<file path="src/rtl/cb_base_agd.sv">
// Covariance-block base-address generator: advance/retreat/load/clear of the CB base by a group interval.
// Optional bound checking is enabled by defining CB_AGD_BOUND_CHK_EN; otherwise arithmetic wraps on CB_AW bits.
module cb_base_agd #(
    parameter int unsigned      CB_AW     = 19,
    parameter int unsigned      ROW_LEN   = 10,
    parameter int unsigned      GRP_SHIFT = 3,
    parameter int unsigned      BASE_INIT = 2,
    parameter longint unsigned  CB_LIMIT  = (64'd1 << CB_AW) - 64'd1
) (
    input  logic                clk,
    input  logic                sys_rst_n,
    input  logic                req_valid,
    output logic                req_ready,
    input  logic [1:0]          req_op,
    input  logic [ROW_LEN-1:0]  group_cnt,
    input  logic [CB_AW-1:0]    load_addr,
    output logic [CB_AW-1:0]    CB_base_addr,
    output logic [CB_AW-1:0]    interval,
    output logic                busy,
    output logic                done,
    output logic                err
);

    localparam int unsigned        AW1       = CB_AW + 1;
    localparam logic [CB_AW-1:0]   BASE_VAL  = CB_AW'(BASE_INIT);
    localparam logic [CB_AW:0]     LIMIT_EXT = AW1'(CB_LIMIT);

    localparam logic [1:0] OP_ADVANCE = 2'b00;
    localparam logic [1:0] OP_RETREAT = 2'b01;
    localparam logic [1:0] OP_LOAD    = 2'b10;
    localparam logic [1:0] OP_CLEAR   = 2'b11;

    typedef enum logic [1:0] {
        ST_IDLE = 2'd0,
        ST_CALC = 2'd1,
        ST_SUM  = 2'd2,
        ST_UPD  = 2'd3
    } state_t;

    state_t               state_r;
    state_t               state_next_s;
    logic                 accept_s;

    logic [1:0]           op_r;
    logic [ROW_LEN-1:0]   gc_r;
    logic [CB_AW-1:0]     load_r;
    logic [CB_AW-1:0]     shift_r;
    logic [CB_AW-1:0]     offset_r;
    logic [CB_AW-1:0]     interval_r;
    logic [CB_AW-1:0]     base_r;
    logic                 done_r;
    logic                 err_r;
    logic                 busy_r;
    logic                 ready_r;

    logic [CB_AW:0]       sum_s;
    logic [CB_AW:0]       diff_s;
    logic                 bound_viol_s;
    logic [CB_AW-1:0]     base_next_s;
    logic                 err_next_s;

    assign accept_s = req_valid & ready_r;

    // State register
    always_ff @(posedge clk) begin
        if (!sys_rst_n) begin
            state_r <= ST_IDLE;
        end else begin
            state_r <= state_next_s;
        end
    end

    // Next-state sequencing: fixed four-cycle walk for every op
    always_comb begin
        state_next_s = state_r;
        case (state_r)
            ST_IDLE: begin
                if (accept_s) begin
                    state_next_s = ST_CALC;
                end else begin
                    state_next_s = ST_IDLE;
                end
            end
            ST_CALC: state_next_s = ST_SUM;
            ST_SUM:  state_next_s = ST_UPD;
            ST_UPD:  state_next_s = ST_IDLE;
            default: state_next_s = ST_IDLE;
        endcase
    end

    // Candidate base values and bound classification for the latched op
    always_comb begin
        sum_s        = {1'b0, base_r} + {1'b0, interval_r};
        diff_s       = {1'b0, base_r} - {1'b0, interval_r};
        bound_viol_s = 1'b0;
        case (op_r)
            OP_ADVANCE: bound_viol_s = (sum_s > LIMIT_EXT);
            OP_RETREAT: bound_viol_s = diff_s[CB_AW] | (diff_s[CB_AW-1:0] < BASE_VAL);
            OP_LOAD:    bound_viol_s = ({1'b0, load_r} > LIMIT_EXT);
            OP_CLEAR:   bound_viol_s = 1'b0;
            default:    bound_viol_s = 1'b0;
        endcase
    end

    // Result selection; a violating op leaves the base untouched when checking is on
    always_comb begin
        base_next_s = base_r;
        err_next_s  = 1'b0;
        case (op_r)
            OP_ADVANCE: base_next_s = sum_s[CB_AW-1:0];
            OP_RETREAT: base_next_s = diff_s[CB_AW-1:0];
            OP_LOAD:    base_next_s = load_r;
            OP_CLEAR:   base_next_s = BASE_VAL;
            default:    base_next_s = base_r;
        endcase
`ifdef CB_AGD_BOUND_CHK_EN
        if (bound_viol_s) begin
            base_next_s = base_r;
            err_next_s  = 1'b1;
        end else begin
            err_next_s  = 1'b0;
        end
`else
        err_next_s = 1'b0;
`endif
    end

`ifndef CB_AGD_BOUND_CHK_EN
    logic unused_bound_s;
    assign unused_bound_s = bound_viol_s;
`endif

    // Datapath registers: latch at accept, interval pipeline, base commit at UPD
    always_ff @(posedge clk) begin
        if (!sys_rst_n) begin
            op_r       <= OP_ADVANCE;
            gc_r       <= {ROW_LEN{1'b0}};
            load_r     <= {CB_AW{1'b0}};
            shift_r    <= {CB_AW{1'b0}};
            offset_r   <= {CB_AW{1'b0}};
            interval_r <= {CB_AW{1'b0}};
            base_r     <= BASE_VAL;
            err_r      <= 1'b0;
        end else begin
            case (state_r)
                ST_IDLE: begin
                    if (accept_s) begin
                        op_r   <= req_op;
                        gc_r   <= group_cnt;
                        load_r <= load_addr;
                        err_r  <= 1'b0;
                    end
                end
                ST_CALC: begin
                    shift_r  <= CB_AW'(gc_r[ROW_LEN-1:1]) << GRP_SHIFT;
                    offset_r <= (CB_AW'(1'b1) << GRP_SHIFT) | CB_AW'(gc_r[0]);
                end
                ST_SUM: begin
                    interval_r <= shift_r + offset_r;
                end
                ST_UPD: begin
                    base_r <= base_next_s;
                    err_r  <= err_next_s;
                end
                default: begin
                    base_r <= base_r;
                end
            endcase
        end
    end

    // Handshake/status flags registered from the upcoming state
    always_ff @(posedge clk) begin
        if (!sys_rst_n) begin
            done_r  <= 1'b0;
            busy_r  <= 1'b0;
            ready_r <= 1'b1;
        end else begin
            done_r  <= (state_r == ST_UPD);
            busy_r  <= (state_next_s != ST_IDLE);
            ready_r <= (state_next_s == ST_IDLE);
        end
    end

    assign req_ready    = ready_r;
    assign CB_base_addr = base_r;
    assign interval     = interval_r;
    assign busy         = busy_r;
    assign done         = done_r;
    assign err          = err_r;

endmodule

</file>
<file path="config.mk">
export PLATFORM = sky130hd
export DESIGN_NAME = cb_base_agd
export DESIGN_NICKNAME = d
export VERILOG_FILES = /design/src/rtl/cb_base_agd.sv
export SDC_FILE = /design/constraint.sdc
export NUM_CORES = 1
export LEC_CHECK = 0
export ABC_AREA = 1
export CELL_PAD_IN_SITES_DETAIL_PLACEMENT = 1
export CELL_PAD_IN_SITES_GLOBAL_PLACEMENT = 1
export CORE_AREA = 10 10 139 128
export CTS_BUF_LIST = sky130_fd_sc_hd__clkbuf_8
export DETAILED_ROUTE_END_ITERATION = 7
export DIE_AREA = 0 0 149 138
export PLACE_DENSITY_LB_ADDON = 0.1
export SLEW_MARGIN = 20
export SYNTH_ARGS = -nofsm -noshare
export SYNTH_HDL_FRONTEND = slang
export SYNTH_SLANG_ARGS = --single-unit
</file>
<file path="constraint.sdc">
create_clock -name clk -period 2.8 [get_ports clk]
set_clock_uncertainty 0.15 [all_clocks]
set_input_delay 0.56 -clock clk [delete_from_list [all_inputs] [get_ports clk]]
set_output_delay 0.56 -clock clk [all_outputs]
set_load 0.005 [all_outputs]
</file>
* Word-level counts from Yosys, hierarchy flattened
Cells that the tools add are included.
** Cells by class
- Add/subtract/negate cells :: 3
- Equality and inequality tests :: 7
- Muxes and demuxes :: 5
- Bitwise gates (word level) :: 1
- Reduce and logical (&&, ||, !) cells :: 7
** Operators by type and width (number)
- $pmux W19 S4 :: 1
- $add A19 B19 Y19 :: 1
- $sub A19 B19 Y19 :: 1
- $add A12 B4 Y13 :: 1
- $eq A2 B2 Y1 const B :: 4
- $pmux W2 S4 :: 1
- $logic_not A2 Y1 :: 3
- $eq A2 B1 Y1 const B :: 2
- $reduce_and A2 Y1 :: 2
- $reduce_bool A2 Y1 :: 2
- $mux W1 :: 2
- $ne A2 B2 Y1 const B :: 1
- $pmux W1 S2 :: 1
- $and A1 B1 Y1 :: 1
** Word-level totals
- Bits in registers :: 86
- Input port bits :: 34
- Output and inout port bits :: 42
- Word-level logic and storage cells :: 35

* Logic depth before layout (Yosys ltp)
Gate-level depths: netlist of the first run.
- Depth in word-level cells :: 4
- Mapped depth :: 18
- Mapped depth without buffers :: 18

* Worst setup path after synthesis of the first run
OpenSTA, ideal clock, no wires.
- Path kind :: register -> register
- Start point :: reg interval_r[4], in the netlist interval[4]
- End point :: reg base_r[18], in the netlist CB_base_addr[18]
- Library setup time :: 0.066 ns
- Data arrival time :: 2.178 ns
- Data required time :: 2.584 ns
- Slack :: 0.405 ns
- Stages on the path, launching flop included :: 18
- Buffers on the path :: 0
- Clock period less this slack :: 2.395 ns
- Cells stage by stage :: dfxtp_1 inv_2 nand3_2 nor2_4 nand3_1 nor2_1 inv_1 o21ai_2 xnor2_1 inv_1 ha_1 a21oi_1 o21ai_0 a21oi_1 nand2_1 nand2_1 nand3_2 a21oi_2
** On the way
- Word-level cells in the longest chain between the ends :: 2
- Elaborated cells on any way between the ends :: 3
- Classes of those cells :: 2 x add/sub; 1 x mux
** Ends and longest elaborated chain
- start, declared :: RTL line 49 : logic [CB_AW-1:0] interval_r;
- start signal, assigned :: RTL line 141 : interval_r <= {CB_AW{1'b0}};
- start signal, assigned :: RTL line 159 : interval_r <= shift_r + offset_r;
- $sub A19 B19 Y19 / $add A19 B19 Y19 (equally long branches) :: RTL line 94, 93
- $pmux W19 S4 * :: RTL line 109 : case (op_r)
- end signal, assigned :: RTL line 162 : base_r <= base_next_s;
- end signal, assigned :: RTL line 166 : base_r <= base_r;
- end, declared :: RTL line 50 : logic [CB_AW-1:0] base_r;
Every way passes the cells marked *; elsewhere a longest branch is shown, timed or not.
A chain may end at the register's enable or synchronous reset.

* Final worst setup path of the first run
- Start point :: reg interval_r[0], in the netlist interval[0]
- End point :: reg base_r[17], in the netlist CB_base_addr[17]
The elaborated chain is that of the path after synthesis.

==> results of run 1 <==
## final cells by class
| type | instances | area share (%) |
|---|---|---|
| tap | 202 | 4.48 |
| sequential | 77 | 27.3 |
| inverter | 105 | 7.03 |
| clock inverter | 5 | 1.06 |
| timing repair buffer | 76 | 12.9 |
| clock buffer | 10 | 2.44 |
| multi-input combinational | 422 | 44.7 |
## critical path: stages (launching register included)
cell      delay [ps]
dfxtp_2          350
inv_2             70
ha_1             170
nand4_1          160
nand3b_1         210
nand2_1          110
xor2_2           240
ha_4             270
a21oi_2          150
o21ai_1          110
a21oi_1          210
nand2_1           80
nand2_1           70
nand3_2           60
a21oi_2          110
## report_power, final
part / internal [mW] / total [mW] / switching [mW]
clock: 0.434 / 0.884 / 0.450
combinational: 1.68 / 4.54 / 2.86
sequential: 1.39 / 1.59 / 0.204
## placed cells by master, fill, tap and decap left out, drive strengths merged, types with 2 or more instances in the layout
cell type	instances
a21oi	89
a31oi	5
buf	11
clkbuf	10
clkdlybuf4s50	65
clkinv	3
conb	9
dfxtp	77
ha	26
inv	105
nand2	97
nand3	31
nand3b	2
nand4	2
nor2	33
nor4	3
o21ai	100
xnor2	2
xor2	14
## state kept, by name, indices dropped and copies added (netlist names)
signal	cells
offset_r	2
state_r	2
req_ready	1
shift_r	9
load_r	19
op_r	2
busy	1
CB_base_addr	19
interval	11
gc_r	10
done	1
## synth_stat cells, drive strengths merged
cell    number
fa           1
ha          26
inv        104
nand2       97
a22oi        1
clkbuf      18
a21oi       89
or2          1
nor2        33
clkinv       1
nand3b       2
and2         1
xnor2        2
conb         1
o21ai      100
or3          1
buf         16
o221ai       1
o221a        1
a31oi        5
nand3       31
o21bai       1
nor3         1
xor2        14
nor4         3
dfxtp       77
nand4        2
## timing repair
| item | in CTS | in global routing |
|---|---|---|
| setup endpoints to repair | 0 | 8 |
| hold endpoints to repair | 0 | 0 |
| resized for setup | 0 | 17 |
## how the worst min path moves through the flow
stage / startpoint / to / slack (ps) / cells past startpoint
detailed placement: load_r[3] / load_r[3] / 290 / 2
global placement: load_r[6] / load_r[6] / 290 / 2
CTS: load_r[3] / load_r[3] / 310 / 2
floorplan: load_r[2] / load_r[2] / 270 / 2
global route: load_r[16] / load_r[16] / 340 / 2
finish: load_r[6] / load_r[6] / 300 / 2
## metal layers
layer | up-vias | track usage (%) | wire (µm)
met5 | - | 0 | 0
met4 | 0 | 3.61 | 176
met3 | 11 | 4.60 | 762
met2 | 73 | 21.0 | 6300
met1 | 1957 | 18.4 | 7000
li1 | 2158 | - | -
## cells by family after synthesis
family                   Yosys count  share of synthesized area [%]
AO/OA/AOI/OAI                    198                           23.4
AND/OR/NAND/NOR                  172                           19.0
buffers and inverters            139                           12.8
flip-flops                        77                           34.0
adder cells (fa/ha/maj)           27                           7.62
XOR/XNOR                          16                           3.09
other                              1                         0.0827
## per-stage QoR
step / cells / total power [mW] / hold WS (ps) / instance area, µm²
after floorplan: 638 / 4.78 / 274 / 4560
after global placement: 882 / 5.93 / 288 / 5370
after detailed placement: 882 / 5.99 / 294 / 5370
after CTS: 897 / 6.92 / 308 / 5570
after global routing: 897 / 7.74 / 335 / 5640
final: 897 / 7.02 / 305 / 5640
==> impl_metrics.toml, run 1 <==
[timing]
rsz0062_at_grt = "false"
hold_viol = 0
fmax_mhz = 387
layout_min_cycle_time_ps = 2580
slew_headroom_pct = 59.2
tightest_slew_ps = 612
final.setup.tns_ps = 0
post-route-period-util_pct = 92.3
setup_violations = 0
fin_ws_ps = 216
drv_slew = 0

[detailed_routing]
detail-route-antenna-nets = 0
routedWlPerCell_um = 15.9
drc_errors = 0
via_per_inst = 4.68
dr.pass1.iters = 4
vias = 4199
drt_iter0_markers = 250
finalWirelength_mm = 14.2

[worst_setup_path]
crit_type = "flip-flop to flip-flop"
rr_startpoint = "interval[0]"
critPathMaxFanout = 5
endpoint = "CB_base_addr[17]"
reg2reg_to = "CB_base_addr[17]"
cp.arrival_ps = 2750
crit_path_end_kind = "flip-flop"
required_ps = 2960
reg2reg_slack_ps = 220
start_kind = "flip-flop"
worstSetupStartpoint = "interval[0]"
ff2ff_path_depth = 14

[global_route]
grt_pass1_wl_mm = 22.8
grt_max_degree = 45
antenna_found_initial = 0
gr-total-overflow = 0
track_usage_pct = 13.9
grt_pass1_vias = 4305

[clock_tree]
clkLatencyLatePin_ps = 370
clockRootBuffer = "clkbuf_8"
cts_htree_levels = 3
cts_tree = "done"
cts_made_buffers = 9
cts_hold_buf = 0
cts_setup_buffers = 0
clk_path_buf_depth = 2
clk_pin_slew_ps = 90
clock-sinks = 77

[floorplanning]
die_h_um = 138
num_rows = 43
core_um2 = 15100
initial_core_util_pct = 30.1
fp.dieW_um = 149
dieArea_um2 = 20600
io_pins = 76

[placed_design]
gp_congestion = 0.821
port_buffers = 66
hpwlAfterDp_mm = 11.5
detailedPlace.worstSlack_ps = 85.2

[logic_synthesis]
avgSynthCellArea_um2 = 7.20
netlist.area_leader.share_pct = 34.0
synth_top_area_cell = "dfxtp_1"
netlist_instances = 630
synth_warnings = 0
netlist_area_um2 = 4530
ys_seq_elements = 77
synth_area_leaders = "dfxtp_1, o21ai_0, a21oi_1, inv_1, nand2_1"
ys_types = 40
ys_seq_area_share_pct = 34.0

[run]
maxCapViolations = 0

[worst_hold_path]
hp-class = "flip-flop to flip-flop"

[finish]
ff_latch_area_um2 = 1540
multi_input_area_um2 = 2520
finalNetCount = 752
diodes = 0
utilization_pct = 37.5
drive_gt1_share_pct = 13.7
syn_to_final_growth_pct = 24.5
num-fill-cells = 1872

[pwr]
leakagePower_nw = 2.50
ir_worst_vdd_uv = 329
powerDensity_nw_per_um2 = 1240

[status]
status = "complete, no violations"
Note: power is estimated with default switching activity, not from simulation.
==> run 2, diff against run 1 <==
--- a/config.mk
+++ b/config.mk
@@ -13,7 +13,7 @@
 export DETAILED_ROUTE_END_ITERATION = 7
 export DIE_AREA = 0 0 149 138
 export PLACE_DENSITY_LB_ADDON = 0.1
-export SLEW_MARGIN = 20
+export SLEW_MARGIN = 15
 export SYNTH_ARGS = -nofsm -noshare
 export SYNTH_HDL_FRONTEND = slang
 export SYNTH_SLANG_ARGS = --single-unit
==> results of run 2 <==
Final layout, timing and power as in run 1 (identical DEF).
==> run 3, diff against run 2 <==
--- a/config.mk
+++ b/config.mk
@@ -8,10 +8,10 @@
 export ABC_AREA = 1
 export CELL_PAD_IN_SITES_DETAIL_PLACEMENT = 1
 export CELL_PAD_IN_SITES_GLOBAL_PLACEMENT = 1
-export CORE_AREA = 10 10 139 128
+export CORE_AREA = 10 10 124 114
 export CTS_BUF_LIST = sky130_fd_sc_hd__clkbuf_8
 export DETAILED_ROUTE_END_ITERATION = 7
-export DIE_AREA = 0 0 149 138
+export DIE_AREA = 0 0 134 124
 export PLACE_DENSITY_LB_ADDON = 0.1
 export SLEW_MARGIN = 15
 export SYNTH_ARGS = -nofsm -noshare
==> run 3 against run 2 <==
Compared with the run above: routed wire length decreased by 2.7%; non-clock buffer count unchanged; core utilization increased by 12 points; worst setup slack got worse by 44 ps; total power increased by 5.8%; first-iteration DRC count decreased by 33%; cell count decreased by 5.1%; sequential share of layout area decreased by 0.17 points; critical path depth increased by 1; global-route usage increased by 2.8 points; sequential cell count unchanged; cell area increased by 0.64%.
==> impl_metrics.toml, run 3 (synthesis results as in run 1) <==
[status]
status = "complete, no violations"

[worst_setup_path]
cpMostUsedCell = "nand2_1"
crit_type = "flip-flop to flip-flop"
reg2reg_slack_ps = 170
path_cells = "inv_2 > ha_1 > nand4_1 > nand2_1 > xor2_1 > ha_1 > nand2_4 > inv_2 > a21oi_2 > nand3_2 > nand2_1 > nand2_1 > nand2_1 > nand3_2 > a21oi_2"
critPathMaxStageDelay_ps = 370
start_kind = "flip-flop"
critPathMaxFanout = 5
cp_slowest_cell = "ha_1"
required_ps = 2960
cp.arrival_ps = 2790
crit_path_end_kind = "flip-flop"

[clock_tree]
clk_pin_slew_ps = 80
clkLatencyLatePin_ps = 370
cts_tree = "done"
clock-sinks = 77
cts_hold_buf = 0
clockRootBuffer = "clkbuf_8"
cts_htree_levels = 3
cts_made_buffers = 9
clk_path_buf_depth = 2

[global_route]
grt_pass1_wl_mm = 22.0
gr-total-overflow = 0
track_usage_pct = 16.6
antenna_found_initial = 0
grt_pass1_vias = 4357
grt_max_degree = 63

[finish]
ff_latch_area_um2 = 1540
num-fill-cells = 1468
diodes = 0
final_cell_mix = "inv_1, o21ai_0, nand2_1"
multi_input_area_um2 = 2590
drive_gt1_share_pct = 14.8
utilization_pct = 49.7
layout_commonest_cell = "inv_1"
finalNetCount = 752
syn_to_final_growth_pct = 25.3

[detailed_routing]
vias = 4225
drc_errors = 0
finalWirelength_mm = 13.8
via_per_inst = 4.96
drt_iter0_markers = 167
detail-route-antenna-nets = 0
dr.pass1.iters = 4
routedWlPerCell_um = 16.3

[timing]
slew_headroom_pct = 46.0
drv_slew = 0
fmax_mhz = 381
setup_violations = 0
post-route-period-util_pct = 93.9
layout_min_cycle_time_ps = 2630
hold_viol = 0
holdWs_ps = 298
tightest_slew_ps = 811

[pwr]
powerDensity_nw_per_um2 = 1310
leakagePower_nw = 2.53
power.total_mw = 7.42
ir_worst_vdd_uv = 600

[floorplanning]
core_um2 = 11400
fp.dieW_um = 134
num_rows = 37
die_h_um = 124
initial_core_util_pct = 39.6
io_pins = 76
dieArea_um2 = 16600

[placed_design]
port_buffers = 66
gp_congestion = 0.880
hpwlAfterDp_mm = 10.9

[worst_hold_path]
hp-class = "flip-flop to flip-flop"

[run]
maxCapViolations = 0
-- run 3: changes by cell type in the layout (fill, tap and decap cells not counted), sizes merged --
| cell | delta |
|---|---|
| clkinv | -1 |
| bufinv | +1 |
| inv | +1 |
| clkbuf | -1 |
-- run 3: layout make-up --
type	instances	area share, %
Clock buffer	9	2.18
Inverter	105	6.98
Timing Repair Buffer	76	13.1
Tap cell	156	3.44
Multi-Input combinational cell	422	45.6
Sequential cell	77	27.2
Clock inverter	6	1.56
-- run 3: power by group --
group          internal, mW  leakage, nW  switching [mW]
combinational          1.79         1.79            3.09
clock                 0.498        0.107           0.449
sequential             1.39        0.631           0.206
total                  3.68         2.53            3.74
-- run 3: stage by stage --
step	area, µm²	cells	setup TNS [ps]	setup slack [ps]
floorplan	4560	638	0	405
global placement	5320	835	0	212
detailed placement	5320	835	0	90.7
CTS	5530	850	0	55.3
global route	5680	851	-8.39	-8.39
finish	5680	851	0	172
-- run 3: per-layer routing --
layer / part of all wire (%) / track usage, % / vias to the layer above
met4: 1.0 / 4.96 / 0
li1: - / - / 2159
met1: 47 / 20.1 / 1976
met3: 5.7 / 5.64 / 17
met5: 0 / 0 / -
met2: 46 / 27.7 / 73
-- run 3: what timing repair did --
| action | in CTS | in global routing |
|---|---|---|
| setup buffers | 0 | 1 |
| setup endpoints to repair | 0 | 8 |
| gates resized for setup | 0 | 31 |
-- run 3: worst paths after layout --
check | startpoint | depth (start not counted) | endpoint
worst max-delay path | interval[0] | 15 | CB_base_addr[17]
worst min-delay path | load_r[2] | 2 | load_r[2]
worst max register to register | interval[0] | 15 | CB_base_addr[17]
worst min register to register | load_r[2] | 2 | load_r[2]
-- run 3: critical path: cells and delay by family, from the launching register on --
family                   cells  cell delay, ps
AO/OA/AOI/OAI                2             250
AND/OR/NAND/NOR              8             910
XOR/XNOR                     1             250
adder cells (fa/ha/maj)      2             550
buffers and inverters        2             110
flip-flops                   1             350
